File: config.mk
export PLATFORM = sky130hd
export DESIGN_NAME = rf_port_arbiter
export DESIGN_NICKNAME = d
export VERILOG_FILES = /design/src/rtl/rf_port_arbiter.sv
export SDC_FILE = /design/constraint.sdc
export NUM_CORES = 1
export LEC_CHECK = 0
export BUFFER_PORTS_ARGS = -buffer_cell sky130_fd_sc_hd__buf_2
export CORE_MARGIN = 1
export CORE_UTILIZATION = 43
export DETAILED_ROUTE_END_ITERATION = 12
export HOLD_SLACK_MARGIN = 0.05
export PLACE_DENSITY = 0.84
export SETUP_SLACK_MARGIN = 0.02
export SYNTH_ARGS = -nofsm -noshare
export SYNTH_HDL_FRONTEND = slang
export SYNTH_SLANG_ARGS = --single-unit
File: constraint.sdc
create_clock -name clk -period 2.5 [get_ports clk]
set_input_delay 0.375 -clock clk [delete_from_list [all_inputs] [get_ports clk]]
set_output_delay 0.375 -clock clk [all_outputs]
set_load 0.03 [all_outputs]
File: src/rtl/rf_port_arbiter.sv
// Two-requester arbiter that sequences a registered-read register file.
// Each granted transaction runs IDLE -> ISSUE -> RESP and ends with a one-cycle rsp pulse.
module rf_port_arbiter #(
  parameter int unsigned DATA_W     = 8,
  parameter int unsigned ADDR_W     = 3,
  parameter bit          FIXED_PRIO = 1'b0
) (
  input  logic              clk,
  input  logic              rst,
  input  logic              r0_valid,
  output logic              r0_ready,
  input  logic              r0_we,
  input  logic [ADDR_W-1:0] r0_a_add,
  input  logic [ADDR_W-1:0] r0_b_add,
  input  logic [ADDR_W-1:0] r0_d_add,
  input  logic [DATA_W-1:0] r0_wdata,
  output logic              r0_rsp_valid,
  input  logic              r1_valid,
  output logic              r1_ready,
  input  logic              r1_we,
  input  logic [ADDR_W-1:0] r1_a_add,
  input  logic [ADDR_W-1:0] r1_b_add,
  input  logic [ADDR_W-1:0] r1_d_add,
  input  logic [DATA_W-1:0] r1_wdata,
  output logic              r1_rsp_valid,
  output logic [DATA_W-1:0] rsp_data_a,
  output logic [DATA_W-1:0] rsp_data_b,
  output logic              busy,
  output logic [ADDR_W-1:0] rf_a_add,
  output logic [ADDR_W-1:0] rf_b_add,
  output logic [ADDR_W-1:0] rf_d_add,
  output logic [DATA_W-1:0] rf_data_in,
  output logic              rf_write_en,
  input  logic [DATA_W-1:0] rf_data_a,
  input  logic [DATA_W-1:0] rf_data_b
);

  typedef enum logic [1:0] {StIdle, StIssue, StResp} state_e;

  state_e state_q, state_d;
  logic   prio_q;
  logic   owner_q;
  logic   grant0, grant1;

  always_comb begin
    state_d = state_q;
    grant0  = 1'b0;
    grant1  = 1'b0;
    unique case (state_q)
      StIdle: begin
        grant0 = r0_valid & (~r1_valid | ~prio_q);
        grant1 = r1_valid & (~r0_valid | prio_q);
        if (grant0 | grant1) begin
          state_d = StIssue;
        end
      end
      StIssue: state_d = StResp;
      StResp:  state_d = StIdle;
      default: state_d = StIdle;
    endcase
  end

  // Ready is forced low while reset is held even though the state already reads idle.
  assign r0_ready = grant0 & ~rst;
  assign r1_ready = grant1 & ~rst;
  assign busy     = (state_q != StIdle);

  // Read data is passed straight through, but only while a response is being presented.
  assign rsp_data_a = (r0_rsp_valid | r1_rsp_valid) ? rf_data_a : '0;
  assign rsp_data_b = (r0_rsp_valid | r1_rsp_valid) ? rf_data_b : '0;

  always_ff @(posedge clk or posedge rst) begin
    if (rst) begin
      state_q      <= StIdle;
      prio_q       <= 1'b0;
      owner_q      <= 1'b0;
      rf_a_add     <= '0;
      rf_b_add     <= '0;
      rf_d_add     <= '0;
      rf_data_in   <= '0;
      rf_write_en  <= 1'b0;
      r0_rsp_valid <= 1'b0;
      r1_rsp_valid <= 1'b0;
    end else begin
      state_q <= state_d;
      if (grant0 | grant1) begin
        owner_q     <= grant1;
        rf_a_add    <= grant1 ? r1_a_add : r0_a_add;
        rf_b_add    <= grant1 ? r1_b_add : r0_b_add;
        rf_d_add    <= grant1 ? r1_d_add : r0_d_add;
        rf_data_in  <= grant1 ? r1_wdata : r0_wdata;
        rf_write_en <= grant1 ? r1_we    : r0_we;
        if (FIXED_PRIO) begin
          prio_q <= 1'b0;
        end else begin
          prio_q <= grant0;
        end
      end
      // The write commits on the edge that leaves ISSUE; the read issued on that edge
      // returns the pre-write value during RESP.
      if (state_q == StIssue) begin
        rf_write_en  <= 1'b0;
        r0_rsp_valid <= ~owner_q;
        r1_rsp_valid <= owner_q;
      end else begin
        r0_rsp_valid <= 1'b0;
        r1_rsp_valid <= 1'b0;
      end
    end
  end

endmodule
**After elaboration in Yosys (flattened, before gate mapping)**

Cells that the tools add are included.

- Multiplexer cells: 15
- Reduce and logical (&&, ||, !) cells: 3
- Bitwise logic cells: 14
- Equal/unequal tests: 2

Operators by type and width:

| kind | count |
|---|---|
| $mux 8 | 3 |
| $mux 3 | 3 |
| $mux 1 | 7 |
| $not 1->1 | 5 |
| $or 1x1->1 | 5 |
| $and 1x1->1 | 4 |
| $pmux 2 s2 | 1 |
| $reduce_bool 2->1 | 2 |
| $eq 2x1->1 const B | 1 |
| $logic_not 2->1 | 1 |
| $mux 2 | 1 |
| $ne 2x2->1 const B | 1 |

- Input bits: 56
- Word-level logic and storage cells: 44
- Register bits: 24

**Depth between registers and ports, before layout**

- Word-level depth: 7
- Mapped depth: 6
- Gate-level depth less buffers: 3

**Least setup slack after synthesis**

Ideal clock, no wire load.

- Path type: reg-to-output
- From: reg state_q[1]
- To: out r1_ready
- Required time: 2,125 ps
- Path buffers: 1
- Path slack: 476 ps
- Stages on the path, launching flop included: 4
- Data arrival time: 1,649 ps
- Cells stage by stage: dfrtp_1 -> or3b_1 -> buf_2 -> nor3_1

- Word-level cells in the longest chain between the ends: 3

RTL lines:

| element | line | source |
|---|---|---|
| from (decl) | 40 | `state_e state_q, state_d;` |
| from (signal assigned) | 74 | `state_q <= StIdle;` |
| from (signal assigned) | 85 | `state_q <= state_d;` |
| $logic_not 2->1 | 49 | `unique case (state_q)` |
| $mux 1 | 49 |  |
| $and 1x1->1 | 65 | `assign r1_ready = grant1 & ~rst;` |
| to (decl) | 19 | `output logic r1_ready,` |

Every way passes these cells.

**Worst setup path after layout**

Ends and elaborated chain as after synthesis.

==> results.yml <==
worst_setup_path:
  path_cells: "or3b_1 > nor3_1 > buf_2"
  critical_path.startpoint_type: "flop"
  reg2regPathDepth: 4
  critical_path.max_stage_delay_ps: 450
  critical_path_arrival_ps: 1560
  cp.required_ps: 2120
  critPathMaxFanout: 4
  endpoint_kind: "output pin"
  rr_startpoint: "state_q[1]"
  crit_type: "reg2out"
  ff2ff_setup_slack_ps: 940
  timing.rr.end: "rf_write_en"
  crit_slowest_cell: "dfrtp_1"
pwr:
  vdd_ir_drop_max_mv: 0.609
  power.leakage_nw: 0.890
  p_total_mw: 2.47
  power_density_mw_per_mm2: 1370
sta:
  report.final.hold_viol_count: 0
  min_period_ps: 1930
  clock_skew_ps: 5.43
  slew_headroom_pct: 40.3
  hold_slack_ps: 241
  slew_viol_final: 0
  fin_tns_setup_ps: 0
  grt_setup_unrepaired: "no"
  worst-slew-pin-transition_ps: 895
  clock.fmax_ghz: 0.518
  setup_viol: 0
  finalWorstSetupSlack_ps: 568
  final_min_period_over_clock_period_pct: 77.3
synth:
  synthFlopType: "dfrtp_1"
  yosys_register_bits: 24
  synth_warnings: 0
  synth_sequential_area_ratio_pct: 46.2
  syn_inst: 145
  yosys.area.top_type: "dfrtp_1"
  number_of_synthesized_flops_with_an_enable_pin: 0
  yosysTopAreaCellShare_pct: 46.2
  synth_commonest_cells: "dfrtp_1, nor2b_1, a21oi_1, nand3_1"
  most_numerous_cell_in_the_yosys_netlist: "dfrtp_1"
  mappedNetlistNets: 201
  synth.lib_cells_used.distinct: 26
  netlist_area_mm2: 0.00130
  synthesis.area_per_instance_um2: 8.97
  postSynth.asyncResetShare_pct: 100
  synthTopCellsByArea: "dfrtp_1, nor2b_1, a31oi_1"
grt:
  grt_max_degree: 25
  grt-ovfl-total: 0
  number_of_antenna_violations_at_the_first_check_in_global_routing: 0
  grt_pass1_vias: 1402
  grt_pass1_wl_um: 5980
  gr-usage-all-layers_pct: 23.9
clocking:
  cts.path.max_buffers: 2
  clockRootBuffer: "clkbuf_4"
  postCtsSetupRepairBufs: 0
  cts_inserted_buffers: 3
  clkSlewWorstSetupHoldPaths_ps: 130
  holdBufCountCts: 0
  post_cts_resize_count: 0
  tritoncts: "yes"
  insertion_delay_ps: 320
  clock_tree.htree_level_count: 1
  cts.sinks: 24
layout:
  antenna_cells_inserted: 0
  layout-area-overhead-vs-synth_pct: 38.5
  nNetsFinal: 292
  drive_gt1_share_pct: 45.1
drt:
  drt_drc_violations_left: 18
  via_count: 1483
  wirelength_um: 3660
  drt-initial-drc-count: 67
  drt.antenna.violating_nets: 0
  wl_per_cell_um: 13.7
  drt_pass1_iterations: 8
  drt-vias-per-instance: 5.58
floorplan:
  std_cell_rows: 19
  die-height_um: 57.0
  boundaryPins: 95
  die_width_um: 57.0
  initial_core_util_pct: 46.3
  core_area_mm2: 0.00281
  floorplan.die_area_mm2: 0.00325
status:
  violations: "DRC"
  status: "finished with violations"
placement:
  dp_slack_ps: 888
  placed_wire_length_estimate_um: 2700
  gp_congestion: 0.830
  io_port_bufs: 94
worst_hold_path:
  worst_hold_path_type: "in2async"
job:
  max_cap_viol_count: 0
registers in the layout, summed over array words and instances (netlist names):
name          count
rf_write_en       1
r0_rsp_valid      1
prio_q            1
owner_q           1
rf_data_in        8
state_q           2
rf_a_add          3
rf_b_add          3
r1_rsp_valid      1
rf_d_add          3
area by class of cell:
type,count,area (um2)
flip-flops and latches,24,601
repair buffers,100,515
fillers,248,1000
well taps,31,38.8
multi-input cells,105,602
inverters,2,7.51
clock buffers,4,36.3
worst max path at each step:
stage,start,slack [ps],cells past startpoint,endpoint
after global routing,state_q[1],460,4,r0_ready
after floorplan,state_q[1],480,3,r1_ready
after global placement,r1_valid,890,4,r1_ready
after detailed placement,r1_valid,890,5,rf_write_en
after CTS,state_q[1],550,3,r1_ready
final,state_q[1],570,3,r1_ready
cell usage in the layout (no fill, tap or decap):
master,Yosys,layout
buf_2,4,94
dfrtp_1,24,24
nor2b_1,19,19
nand3_1,18,18
a21oi_1,18,18
o21ai_0,17,17
a31oi_1,17,17
buf_4,1,6
clkbuf_4,0,3
nor2_1,2,2
nand2_1,2,2
inv_1,2,2
o21ai_1,2,2
or3b_1,1,1
or2_1,1,1
and2_4,1,1
nor3b_4,1,1
or2b_1,1,1
a22o_1,1,1
a311oi_1,1,1
nor3_1,1,1
and2_1,1,1
a211oi_1,1,1
clkbuf_8,0,1
layer usage:
layer	up-vias	track usage [%]	part of all wire (%)
met4	0	11.5	1.6
met1	700	26.3	38
met5	-	0	0
met2	77	45.2	53
li1	702	-	-
met3	4	2.95	7.6
worst max-delay path, delay by kind of cell (launching register included):
| kind | cells | cell delay (ps) |
|---|---|---|
| buffers and inverters | 1 | 220 |
| flip-flops | 1 | 450 |
| AND/OR/NAND/NOR | 2 | 570 |
report_power, final:
| part | internal, mW | switching [mW] | leakage (nW) |
|---|---|---|---|
| Clock | 0.0891 | 0.119 | 0.0210 |
| Sequential | 0.581 | 0.124 | 0.277 |
| Combinational | 0.478 | 1.08 | 0.592 |
metrics by stage:
stage                     area [um2]  instances  util (%)
after CTS                       1800        266      64.2
after floorplan                 1300        145         -
final                           1800        266      64.2
after global routing            1800        266      64.2
after detailed placement        1760        262      62.9
after global placement          1760        262      62.9
kinds of logic after synthesis:
| family | synth area share (%) |
|---|---|
| AOI/OAI and AO/OA | 24.4 |
| and+or+nand+nor | 21.9 |
| buffers and inverters | 7.51 |
| DFF | 46.2 |
(Power assumes the default switching activity.)
